$ cat config.mk
export PLATFORM = sky130hd
export DESIGN_NAME = tone_decoder
export DESIGN_NICKNAME = d
export VERILOG_FILES = /design/src/rtl/tone_decoder.sv
export SDC_FILE = /design/constraint.sdc
export NUM_CORES = 1
export LEC_CHECK = 0
export BUFFER_PORTS_ARGS = -buffer_cell sky130_fd_sc_hd__buf_2
export CORE_MARGIN = 8
export CORE_UTILIZATION = 35
export DETAILED_ROUTE_END_ITERATION = 12
export GPL_TIMING_DRIVEN = 0
export PLACE_DENSITY = 0.62
export SLEW_MARGIN = 40
export SYNTH_ARGS = -nofsm -noshare
export SYNTH_HDL_FRONTEND = slang
export SYNTH_SLANG_ARGS = --single-unit
$ cat constraint.sdc
create_clock -name clk -period 6.4 [get_ports clk]
set_input_delay 0.96 -clock clk [delete_from_list [all_inputs] [get_ports clk]]
set_output_delay 0.96 -clock clk [all_outputs]
set_load 0.01 [all_outputs]
$ cat src/rtl/tone_decoder.sv
// Measures the rise-to-rise period of a square-wave tone and reports a debounced C4..C5 note index.
// Outputs update the cycle after the synchronized rising edge; silence is declared after TIMEOUT clocks without an edge.
module tone_decoder #(
  parameter int CNT_W     = 20,
  parameter int TIMEOUT   = 500000,
  parameter int TOL_SHIFT = 6,
  parameter int P0        = 382226,
  parameter int P1        = 340530,
  parameter int P2        = 303370,
  parameter int P3        = 286344,
  parameter int P4        = 255102,
  parameter int P5        = 227273,
  parameter int P6        = 202478,
  parameter int P7        = 191113
) (
  input  logic             clk,
  input  logic             reset,
  input  logic             tone_in,
  output logic [CNT_W-1:0] period,
  output logic             period_valid,
  output logic [2:0]       note,
  output logic             note_valid,
  output logic             silence
);

  typedef enum logic [1:0] {IDLE, ARMED, MEASURE} state_t;

  localparam logic [CNT_W-1:0] CNT_MAX = '1;
  localparam logic [CNT_W-1:0] TMO     = CNT_W'(TIMEOUT);
  localparam logic [CNT_W-1:0] PTAB [8] = '{CNT_W'(P0), CNT_W'(P1), CNT_W'(P2), CNT_W'(P3),
                                            CNT_W'(P4), CNT_W'(P5), CNT_W'(P6), CNT_W'(P7)};

  state_t           state, state_nxt;
  logic             s1, s2, s3;
  logic             rise;
  logic [CNT_W-1:0] cnt;
  logic             meas, tmo;
  logic             cls_hit;
  logic [2:0]       cls_idx;
  logic             cand_vld;
  logic [2:0]       cand;

  // Distance is taken in whichever order is non-negative, so no wider arithmetic is needed.
  function automatic logic near(input logic [CNT_W-1:0] c, input logic [CNT_W-1:0] p);
    logic [CNT_W-1:0] d;
    d = (c >= p) ? (c - p) : (p - c);
    return d <= (p >> TOL_SHIFT);
  endfunction

  always_ff @(posedge clk) begin
    if (reset) begin
      s1 <= 1'b0;
      s2 <= 1'b0;
      s3 <= 1'b0;
    end else begin
      s1 <= tone_in;
      s2 <= s1;
      s3 <= s2;
    end
  end

  assign rise = s2 & ~s3;

  // Reloading with 1 makes the value seen on the next rise equal the exact edge spacing.
  always_ff @(posedge clk) begin
    if (reset)               cnt <= '0;
    else if (rise)           cnt <= CNT_W'(1);
    else if (cnt != CNT_MAX) cnt <= cnt + CNT_W'(1);
  end

  always_comb begin
    cls_hit = 1'b0;
    cls_idx = 3'd0;
    for (int k = 0; k < 8; k++) begin
      if (near(cnt, PTAB[k])) begin
        cls_hit = 1'b1;
        cls_idx = 3'(k);
      end
    end
  end

  always_ff @(posedge clk) begin
    if (reset) state <= IDLE;
    else       state <= state_nxt;
  end

  always_comb begin
    state_nxt = state;
    meas      = 1'b0;
    tmo       = 1'b0;
    case (state)
      IDLE: if (rise) state_nxt = ARMED;
      ARMED: begin
        if (rise) begin
          state_nxt = MEASURE;
          meas      = 1'b1;
        end else if (cnt >= TMO) begin
          state_nxt = IDLE;
        end
      end
      MEASURE: begin
        if (rise) begin
          meas = 1'b1;
        end else if (cnt >= TMO) begin
          tmo       = 1'b1;
          state_nxt = IDLE;
        end
      end
      default: state_nxt = IDLE;
    endcase
  end

  always_ff @(posedge clk) begin
    if (reset) begin
      period       <= '0;
      period_valid <= 1'b0;
      note         <= 3'd0;
      note_valid   <= 1'b0;
      silence      <= 1'b1;
      cand_vld     <= 1'b0;
      cand         <= 3'd0;
    end else begin
      period_valid <= meas;
      if (meas) begin
        period  <= cnt;
        silence <= 1'b0;
        if (cls_hit && cand_vld && (cls_idx == cand)) begin
          note       <= cand;
          note_valid <= 1'b1;
        end else begin
          cand_vld   <= cls_hit;
          cand       <= cls_idx;
          note_valid <= 1'b0;
        end
      end else if (tmo) begin
        period     <= '0;
        note_valid <= 1'b0;
        silence    <= 1'b1;
        cand_vld   <= 1'b0;
      end
    end
  end

endmodule
==> impl_metrics.yaml <==
detailed_routing:
  drc: 0
  ant_nets: 0
  drt-pass1-iter-count: 6
  drt_iter0_markers: 2034
  dr_total_vias: 13600
  finalWirelength_mm: 65.8
  viasPerCell: 7.13
  avgRoutedWirePerCell_um: 34.6
clocking:
  clk_pin_slew_ps: 100
  clock-root-buffer: "clkbuf_16"
  cts_made_buffers: 5
  holdBufCountCts: 0
  clock-sinks: 55
  cts_max_level: 2
  worst_skew_pair.late_latency_ps: 340
  clockBufferDepth: 2
  cts_tree: "built"
sta:
  period_share_pct: 95.3
  setup_viol: 0
  hold_violations: 0
  timing.final.ws_setup_ps: 299
  drv_slew: 0
  tightest_slew_ps: 965
  rsz0062_at_grt: "false"
  slew-limit-headroom_pct: 35.0
  hold_ws_ps: 467
  fin_crit_ps: 6100
  finClkSkew_ps: 21.9
  clock.fmax_mhz: 164
floorplanning:
  fp.dieH_um: 184
  start_util_pct: 35.5
  fp-row-count: 61
  io_pins: 29
  core_um2: 27700
  dieArea_um2: 33700
  die_width_um: 184
critical_path:
  critPathLaunchType: "register"
  worstPathRequired_ps: 6640
  crit_type: "reg -> reg"
  cp_slowest_cell: "a21oi_1"
  end_kind: "register"
  path_max_fanout: 10
  cp_data_arrival_time_ps: 6340
  crit_top_cell: "clkbuf_1"
  critPathMaxStageDelay_ps: 530
  crit_chain: "clkbuf_1, clkbuf_2, inv_1, ha_1, clkbuf_1, a21bo_2, a21oi_1, o31ai_1, and2_1, or3_1, a2111oi_0, o2111ai_1, a41o_1, and4_1, o221ai_1, o21ai_1, a211oi_1"
global_route:
  grt.total_usage_pct: 37.7
  grt_util_met2_pct: 53.8
  grt_max_degree: 21
  antenna_found_initial: 1
  grt_pass1_vias: 12300
  grt_overflow_total: 0
  use_met1_pct: 50.8
  grtUsageMet3_pct: 9.21
  grt_pass1_wl_mm: 92.5
  grt.busiest_layer: "met2"
place:
  gp_congestion: 1.08
  hpwl_mm: 51.8
  portBuffers: 28
  dp_slack_ps: -351
  place_area_um2: 10500
pwr:
  p_int_w: 0.000534
  clockPowerShare_pct: 40.4
  combinationalPowerShare_pct: 15.9
  sw_frac_of_total_pct: 33.6
  totalPowerFinal_w: 0.000804
  ir_drop_mv: 0.152
  p_per_area_nw_per_um2: 74.5
  cellLeakagePower_nw: 3.62
  p_sw_w: 0.000270
  seq_power_share_pct: 43.7
synth:
  yosys_warnings: 0
  synth_most_common_cell: "nor2_1"
  synth-edff-count: 0
  syn_inst: 1481
  yosys.area.top_type: "dfxtp_1"
  synth_area_um2: 9840
  synth_area_per_cell_um2: 6.65
  synth_ff_type: "dfxtp_1"
  ys_ff_latch: 55
  synth_top_area_share_pct: 11.2
  seq_area_frac_synth_pct: 11.2
  ys_top_cells_by_count: "nor2_1, o21ai_0, a21oi_1"
  synthArstFlopShare_pct: 0
  ys_types: 92
  synthTopCellsByArea: "dfxtp_1, xnor2_1, o21ai_0, a21oi_1, nor2_1"
  synth.net_count: 1503
run:
  maxCapViolations: 0
finish:
  multiInputGateArea_um2: 8130
  n_fill_cell: 3114
  areaGrowthSynthToFinish_pct: 9.51
  drive_gt1_share_pct: 9.00
  regArea_um2: 1100
  diodes: 0
  nNetsFinal: 1544
  finalInstanceArea_um2: 10800
worst_hold_path:
  hp-class: "reg -> reg"
run_status:
  status: "complete, no violations"
[registers in the layout (all words and copies together), names as in the netlist]
name / cells
cnt: 20
period: 20
cand: 3
note: 3
state: 2
cand_vld: 1
note_valid: 1
period_valid: 1
s1: 1
s2: 1
s3: 1
silence: 1
[final timing paths]
path	startpoint	endpoint	slack [ps]	depth (start not counted)
max	cnt[2]$_SDFFE_PP0P_	cand[2]$_SDFFE_PP0P_	300	17
min	s1$_SDFF_PP0_	s2$_SDFF_PP0_	470	1
max reg2reg	cnt[2]$_SDFFE_PP0P_	cand[2]$_SDFFE_PP0P_	300	17
min reg2reg	s1$_SDFF_PP0_	s2$_SDFF_PP0_	470	1
[final cells by class]
cell class                      count  area share, %
Sequential cell                    55           10.2
Multi-Input combinational cell   1246           75.4
Inverter                           29           1.04
Buffer                            149           5.71
Timing Repair Buffer               36           1.76
Clock buffer                        5           1.16
Clock inverter                      3          0.290
Tap cell                          378           4.39
[metal layers]
layer | vias up | share of wire [%]
met3 | 234 | 11
met2 | 1036 | 40
met4 | 0 | 6.7
met1 | 6570 | 42
li1 | 5717 | -
met5 | - | 0
[critical path, delay by kind of cell (launching register included)]
| family | cells | cell delay (ps) |
|---|---|---|
| AO/OA/AOI/OAI | 9 | 3240 |
| adder cells (fa/ha/maj) | 1 | 220 |
| buffers and inverters | 4 | 1270 |
| flip-flops | 1 | 440 |
| AND/OR/NAND/NOR | 3 | 820 |
[cells in the final DEF (no fill, tap or decap), types with 25 or more instances in the layout]
| master | synthesis | routed |
|---|---|---|
| o21ai_0 | 116 | 116 |
| nand2_1 | 102 | 102 |
| dfxtp_1 | 55 | 55 |
| a31oi_1 | 35 | 34 |
| inv_1 | 26 | 25 |
| buf_2 | 20 | 56 |
| a21oi_1 | 112 | 112 |
| nor3_1 | 57 | 54 |
| xnor2_1 | 75 | 75 |
| clkbuf_1 | 103 | 95 |
| nor2b_1 | 27 | 26 |
| o211ai_1 | 31 | 31 |
| nand3_1 | 52 | 52 |
| nor2_1 | 135 | 133 |
[logic make-up after synthesis]
group / share of synthesized area [%]
and+or+nand+nor: 30.2
AOI/OAI and AO/OA: 38.1
buffers and inverters: 7.27
xor gates and xnor gates: 8.26
DFF: 11.2
muxes: 2.50
adders and majority gates: 2.52
[through the flow]
stage                     std cells  util (%)  setup TNS, ps
after floorplan                1481         -              0
after global placement         1887      37.7          -7200
after detailed placement       1890      38.1          -1670
after CTS                      1896      38.7              0
after global routing           1901      38.9              0
final                          1901      38.9              0
[power by group through the flow]
stage / clock (W) / combinational, W / sequential [W]
2_1_floorplan: 0 / 0.0000777 / 0.000356
3_3_place_gp: 0 / 0.000118 / 0.000358
3_5_place_dp: 0 / 0.000120 / 0.000359
4_1_cts: 0.000327 / 0.000120 / 0.000351
5_1_grt: 0.000340 / 0.000134 / 0.000352
6_report: 0.000325 / 0.000128 / 0.000351
[timing repair]
action	CTS	global route
setup buffers	0	4
resized for setup	3	12
pin swaps	0	1
setup endpoints to repair	6	6
No activity file was read; power rests on OpenSTA's default activity.
